--- src/rtl/bin2bcd_pkg.sv ---
// bin2bcd_pkg: shared states, digit-adjust constants and sizing helper for bin2bcd_seq
package bin2bcd_pkg;

    typedef enum logic [1:0] {IDLE, SHIFT, DONE} state_t;

    localparam int BCD_ADJ_THRESH = 5;
    localparam int BCD_ADJ_ADD    = 3;

    function automatic int min_digits(input int w);
        longint unsigned v;
        int d;
        v = (64'd1 << w) - 64'd1;
        for (d = 1; v >= 64'd10; d++) v = v / 64'd10;
        return d;
    endfunction

endpackage

--- src/rtl/bin2bcd_seq_adj.sv ---
// bcd_digit_adj: add 3 to a BCD digit that is 5 or more, ahead of the doubling shift
module bcd_digit_adj
    import bin2bcd_pkg::*;
(
    input  logic [3:0] din,
    output logic [3:0] dout
);

    // Pre-shift correction so the doubled digit carries correctly into the next digit
    always_comb dout = (din >= 4'(BCD_ADJ_THRESH)) ? din + 4'(BCD_ADJ_ADD) : din;

endmodule

--- src/rtl/bin2bcd_seq.sv ---
// bin2bcd_seq: one-bit-per-cycle double-dabble binary to BCD converter with valid/ready handshakes
module bin2bcd_seq
    import bin2bcd_pkg::*;
#(
    parameter int BIN_W     = 16,
    parameter int DIGITS    = 5,
    parameter bit SIGNED_IN = 1'b0
) (
    input  logic                  clk,
    input  logic                  rst_n,
    input  logic                  in_valid,
    output logic                  in_ready,
    input  logic [BIN_W-1:0]      in_bin,
    output logic                  out_valid,
    input  logic                  out_ready,
    output logic [4*DIGITS-1:0]   out_bcd,
    output logic                  out_neg,
    output logic                  out_ovf
);

    localparam int BCD_W = 4 * DIGITS;
    localparam int CNT_W = $clog2(BIN_W + 1);
    localparam bit OVF_POSSIBLE = min_digits(BIN_W) > DIGITS;

    state_t                   state_q, state_d;
    logic [CNT_W-1:0]         cnt_q, cnt_d;
    logic [BIN_W-1:0]         bin_q, bin_d;
    logic [BCD_W-1:0]         bcd_q, bcd_d;
    logic                     neg_q, neg_d;
    logic                     ovf_q, ovf_d;
    logic [BCD_W-1:0]         obcd_q, obcd_d;
    logic                     oneg_q, oneg_d;
    logic                     oovf_q, oovf_d;
    logic [BCD_W-1:0]         bcd_adj;
    logic [BCD_W+BIN_W-1:0]   shifted;
    logic [BIN_W-1:0]         mag;
    logic                     in_neg;

    for (genvar g = 0; g < DIGITS; g++) begin : g_adj
        bcd_digit_adj u_adj (.din(bcd_q[4*g +: 4]), .dout(bcd_adj[4*g +: 4]));
    end

    assign in_ready  = (state_q == IDLE);
    assign out_valid = (state_q == DONE);
    assign out_bcd   = obcd_q;
    assign out_neg   = oneg_q;
    assign out_ovf   = oovf_q;

    // Next-state, datapath and result-capture logic; the result registers load on the last shift
    always_comb begin
        state_d = state_q;
        cnt_d   = cnt_q;
        bin_d   = bin_q;
        bcd_d   = bcd_q;
        neg_d   = neg_q;
        ovf_d   = ovf_q;
        obcd_d  = obcd_q;
        oneg_d  = oneg_q;
        oovf_d  = oovf_q;
        in_neg  = SIGNED_IN && in_bin[BIN_W-1];
        mag     = in_neg ? ~in_bin + BIN_W'(1) : in_bin;
        shifted = {bcd_adj, bin_q} << 1;
        if (state_q == IDLE && in_valid) begin
            state_d = SHIFT;
            bin_d   = mag;
            bcd_d   = '0;
            cnt_d   = '0;
            ovf_d   = 1'b0;
            neg_d   = in_neg;
        end else if (state_q == SHIFT) begin
            ovf_d          = ovf_q | (OVF_POSSIBLE && bcd_adj[BCD_W-1]);
            {bcd_d, bin_d} = shifted;
            cnt_d          = cnt_q + CNT_W'(1);
            if (cnt_q == CNT_W'(BIN_W - 1)) begin
                state_d = DONE;
                obcd_d  = shifted[BCD_W+BIN_W-1 -: BCD_W];
                oneg_d  = neg_q;
                oovf_d  = ovf_d;
            end
        end else if (state_q == DONE && out_ready) begin
            state_d = IDLE;
        end
    end

    // State and datapath registers with asynchronous clear
    always_ff @(posedge clk or negedge rst_n) begin
        if (!rst_n) begin
            state_q <= IDLE;
            cnt_q   <= '0;
            bin_q   <= '0;
            bcd_q   <= '0;
            neg_q   <= 1'b0;
            ovf_q   <= 1'b0;
            obcd_q  <= '0;
            oneg_q  <= 1'b0;
            oovf_q  <= 1'b0;
        end else begin
            state_q <= state_d;
            cnt_q   <= cnt_d;
            bin_q   <= bin_d;
            bcd_q   <= bcd_d;
            neg_q   <= neg_d;
            ovf_q   <= ovf_d;
            obcd_q  <= obcd_d;
            oneg_q  <= oneg_d;
            oovf_q  <= oovf_d;
        end
    end

endmodule
--- config.mk ---
export PLATFORM = sky130hd
export DESIGN_NAME = bin2bcd_seq
export DESIGN_NICKNAME = d
export VERILOG_FILES = /design/src/rtl/bin2bcd_pkg.sv /design/src/rtl/bin2bcd_seq_adj.sv /design/src/rtl/bin2bcd_seq.sv
export SDC_FILE = /design/constraint.sdc
export NUM_CORES = 1
export LEC_CHECK = 0
export ABC_AREA = 1
export CAP_MARGIN = 20
export CORE_UTILIZATION = 45
export CTS_CLUSTER_DIAMETER = 200
export DETAILED_ROUTE_END_ITERATION = 8
export PLACE_DENSITY = 0.68
export SYNTH_ARGS = -nofsm -noshare
export SYNTH_HDL_FRONTEND = slang
export SYNTH_SLANG_ARGS = --single-unit
--- constraint.sdc ---
create_clock -name clk -period 1.9 [get_ports clk]
set_input_delay 0.475 -clock clk [delete_from_list [all_inputs] [get_ports clk]]
set_output_delay 0.475 -clock clk [all_outputs]
set_load 0.02 [all_outputs]
==> impl_table.tex <==
\begin{tabular}{lr}
\hline
Metric & Value \\
\hline
\multicolumn{2}{l}{\textbf{Outcome}} \\
\quad Status & complete, no violations \\
\multicolumn{2}{l}{\textbf{Clock tree}} \\
\quad Depth of the CTS H-tree & 3 \\
\quad Clock tree from TritonCTS & yes \\
\quad Hold-fix buffer count after cts & 0 \\
\quad Num Clock Sinks & 63 \\
\quad Number of buffers inserted during clock tree synthesis & 9 \\
\quad Maximum buffer depth of the clock tree & 2 \\
\quad Clock transition at path regs & 0.06 ns \\
\quad Root Buffer & sky130\_fd\_sc\_hd\_\_clkbuf\_8 \\
\quad Number of post-CTS setup repair buffers & 0 \\
\quad Clock latency of the later-clocked register in the worst-skew pair & 0.33 ns \\
\multicolumn{2}{l}{\textbf{Placement}} \\
\quad Weighted congestion reported at the end of routability-driven placement & 0.840 \\
\quad Placed cell count & $\sim$500 \\
\quad Post-detail-place hpwl & 4.13 mm \\
\quad Placed Area & about 3700 um\^{}2 \\
\quad Number of buffers added on ports & between 40 and 50 \\
\multicolumn{2}{l}{\textbf{Drt}} \\
\quad Ratio of routed vias to standard cells & 4.93 \\
\quad \# DRC & 0 \\
\quad Pre-antenna DRT Iters & 4 \\
\quad Count of nets left with antenna violations after detail routing & 0 \\
\quad Vias after detailed routing & 2565 \\
\quad Total length of routed wires & 6.18 mm \\
\quad Detail-routed net length per standard cell & 11.9 um \\
\quad Starting DRT DRC Count & about 160 \\
\multicolumn{2}{l}{\textbf{Layout}} \\
\quad Antenna cell count & 0 \\
\quad Number of nets in the layout & 451 \\
\quad Cell area after layout & 3830 um\^{}2 \\
\quad FF+latch area & about 1600 um\^{}2 \\
\quad Area of the multi-input gates & 1420 um\^{}2 \\
\quad Relative area change from synthesis to final layout & 18.3\% \\
\quad Fraction of final layout cells sized beyond drive strength 1 & 13.7\% \\
\quad Number of fill cells in the layout & 661 \\
\quad Cell Count, Final, Fillers Out & between 500 and 600 \\
\multicolumn{2}{l}{\textbf{Floorplan}} \\
\quad Placeable core region & slightly below 7000 um\^{}2 \\
\quad Initial Utilization & 47.1\% \\
\quad Area enclosed by the die boundary & 7530 um\^{}2 \\
\quad Row cnt & 30 \\
\quad Height of the die & 86.8 um \\
\quad Number of placed I/O pins & 44 \\
\quad Die Width & about 87 um \\
\multicolumn{2}{l}{\textbf{Yosys}} \\
\quad Area share of the leading cell type in the synthesized netlist & 48.7\% \\
\quad Per-instance average area after synthesis & around 8.6 um\^{}2 \\
\quad Leading post-synthesis cells by cell area & sky130\_fd\_sc\_hd\_\_dfrtp\_1 49\%, sky130\_fd\_sc\_hd\_\_nand2\_1 15\%, sky130\_fd\_sc\_hd\_\_nand3\_1 5.9\% \\
\quad Yosys reg bits & 63 \\
\quad Synthesized cell area & 3240 um\^{}2 \\
\quad EDFF count, synth & 0 \\
\quad FFs w/ async S/R, synth & 100\% \\
\quad Post-synthesis cell count & 376 \\
\quad Sequential-to-total area share from yosys stat & 48.7\% \\
\quad Most frequent cell after synthesis & sky130\_fd\_sc\_hd\_\_nand2\_1 \\
\quad Biggest area consumer among synthesized cells & sky130\_fd\_sc\_hd\_\_dfrtp\_1 \\
\quad Most instantiated cells after synthesis & 133 x sky130\_fd\_sc\_hd\_\_nand2\_1, 63 x sky130\_fd\_sc\_hd\_\_dfrtp\_1, 38 x sky130\_fd\_sc\_hd\_\_nand3\_1 \\
\quad Synth warnings & 0 \\
\quad Yosys cell types & 25 \\
\quad Top FF cell, synth & sky130\_fd\_sc\_hd\_\_dfrtp\_1 \\
\multicolumn{2}{l}{\textbf{Worst setup path}} \\
\quad Delay of the slowest critical-path stage & around 0.61 ns \\
\quad Critical path capture point type & output pin \\
\quad Sequence of cells on the critical path & clkdlybuf4s50\_1 \\
\quad CP Data Arrival Time & 1.30 ns \\
\quad CP delay by family, top & buffers and inverters \\
\quad Maximum fanout count along the critical path & 2 \\
\quad Kind of start point of the critical path & flop \\
\quad Buffer and inverter count on the worst path & 1 \\
\quad Critical path class & reg2out \\
\quad Required time at the endpoint of the critical path & 1.42 ns \\
\quad Crit path max-delay cell type & sky130\_fd\_sc\_hd\_\_clkdlybuf4s50\_1 \\
\multicolumn{2}{l}{\textbf{Pwr}} \\
\quad Power after layout & 2.36 mW \\
\quad Leakage component of the power & 1.87 nW \\
\quad Total power per unit cell area & 616 nW/um\^{}2 \\
\quad Worst IR drop on VDD & 395 uV \\
\multicolumn{2}{l}{\textbf{Hold path}} \\
\quad Worst hold path type & in2async \\
\multicolumn{2}{l}{\textbf{Timing}} \\
\quad Finish-stage setup viols & 0 \\
\quad Total Neg Setup Slack & 0 ns \\
\quad Clock Skews & about 0.0044 ns \\
\quad Unrepaired setup endpoints after global routing & no \\
\quad Crit share post-route & 93.6\% \\
\quad Fin. Hold Viols & 0 \\
\quad Minimum clock period after layout & roughly 1.8 ns \\
\quad Number of pins exceeding their max-slew limit in the final report & 0 \\
\quad Maximum operating frequency & 562 MHz \\
\multicolumn{2}{l}{\textbf{Run}} \\
\quad Count of max-cap constraint violations & 0 \\
\multicolumn{2}{l}{\textbf{Global route}} \\
\quad Pin count of the biggest net entering global routing & 64 \\
\quad Antenna violations before repair & 0 \\
\quad Via count of the first global-routing pass & roughly 2500 \\
\quad Total global routing overflow & 0 \\
\quad Overall global routing resource usage & 18.6\% \\
\quad Wire length of the first global-routing pass & between 10 and 15 mm \\
\hline
\end{tabular}
-- per-stage QoR --
stage	hold WS, ns	setup WS, ns	utilization, %
global placement	0.457	0.235	53.6
finish	0.144	0.122	55.7
global route	0.170	0.0771	55.7
floorplan	0.179	0.479	-
CTS	0.153	0.104	55.7
detailed placement	0.466	0.217	53.6
-- where the power goes --
part | total [mW] | switching [mW] | internal, mW
logic | 0.0721 | 0.0351 | 0.0370
registers | 1.34 | 0 | 1.34
clock network | 0.944 | 0.470 | 0.475
total | 2.36 | 0.505 | 1.85
-- flip-flops by register name, summed over array words and instances (netlist names) --
| signal | flops |
|---|---|
| bcd_q | 20 |
| cnt_q | 5 |
| out_bcd | 20 |
| state_q | 2 |
| bin_q | 16 |
-- worst paths after layout --
| kind | start | end | slack, ns | depth (start not counted) |
|---|---|---|---|---|
| worst max-delay path | out_bcd[4] | out_bcd[4] | 0.12 | 1 |
| worst min-delay path | rst_n | bin_q[4] | 0.14 | 2 |
| worst max register to register | cnt_q[0] | out_bcd[12] | 0.28 | 8 |
| worst min register to register | out_bcd[13] | out_bcd[13] | 0.48 | 2 |
| max in group asynchronous | rst_n | out_bcd[13] | 1.48 | 2 |
| min in group clk | out_bcd[13] | out_bcd[13] | 0.48 | 2 |
-- what timing repair did --
item / in CTS / in global routing
endpoints found under the hold margin: 0 / 0
endpoints found under the setup margin: 2 / 0
resized for setup: 2 / 0
-- kinds of logic after synthesis --
group | share of synthesized area, %
buf+inv | 7.54
fa+ha+maj | 4.64
other cells | 0.116
simple gates | 34.5
flops | 48.7
compound gates | 4.52
-- worst reg2reg max path: cells and delay by family (launching register included) --
family	cells	cell delay, ns
DFF	1	0.40
and+or+nand+nor	5	0.50
adders and majority gates	2	0.42
buffers and inverters	1	0.18
-- per-layer routing --
metal  vias to the layer above  track usage [%]  routed length (um)
li1                       1301                -                   -
met5                         -                0                   0
met4                         0             9.39                 161
met3                        14             3.52                 259
met1                      1192             24.3                2960
met2                        58             29.6                2790
-- placed cells by master (no fill, tap or decap) --
cell type	instances
sky130_fd_sc_hd__nand2_8	1
sky130_fd_sc_hd__buf_4	2
sky130_fd_sc_hd__o211ai_1	1
sky130_fd_sc_hd__inv_2	3
sky130_fd_sc_hd__nand3_2	14
sky130_fd_sc_hd__o22ai_1	7
sky130_fd_sc_hd__clkbuf_1	6
sky130_fd_sc_hd__clkinv_2	1
sky130_fd_sc_hd__nand2_2	20
sky130_fd_sc_hd__nand2_4	3
sky130_fd_sc_hd__nand2_1	133
sky130_fd_sc_hd__a21oi_1	1
sky130_fd_sc_hd__clkdlybuf4s50_1	38
sky130_fd_sc_hd__conb_1	2
sky130_fd_sc_hd__nor2_2	1
sky130_fd_sc_hd__ha_1	12
sky130_fd_sc_hd__inv_1	25
sky130_fd_sc_hd__clkbuf_8	9
sky130_fd_sc_hd__inv_4	1
sky130_fd_sc_hd__inv_8	1
sky130_fd_sc_hd__buf_2	1
sky130_fd_sc_hd__o21ai_1	1
sky130_fd_sc_hd__nand3_1	38
sky130_fd_sc_hd__dfrtp_1	63
sky130_fd_sc_hd__nor2_1	10
sky130_fd_sc_hd__buf_12	1
sky130_fd_sc_hd__o21ai_0	17
sky130_fd_sc_hd__dlygate4sd2_1	2
sky130_fd_sc_hd__nand4_1	10
-- area by class of cell --
type                            count  share of cell area [%]
Clock buffer                       15                    3.82
Clock inverter                      1                   0.131
Inverter                           30                    3.20
Multi-Input combinational cell    271                    37.1
Sequential cell                    63                    41.2
Tap cell                           96                    3.14
Timing Repair Buffer               44                    11.4
Power figures use the tool's default switching activity.
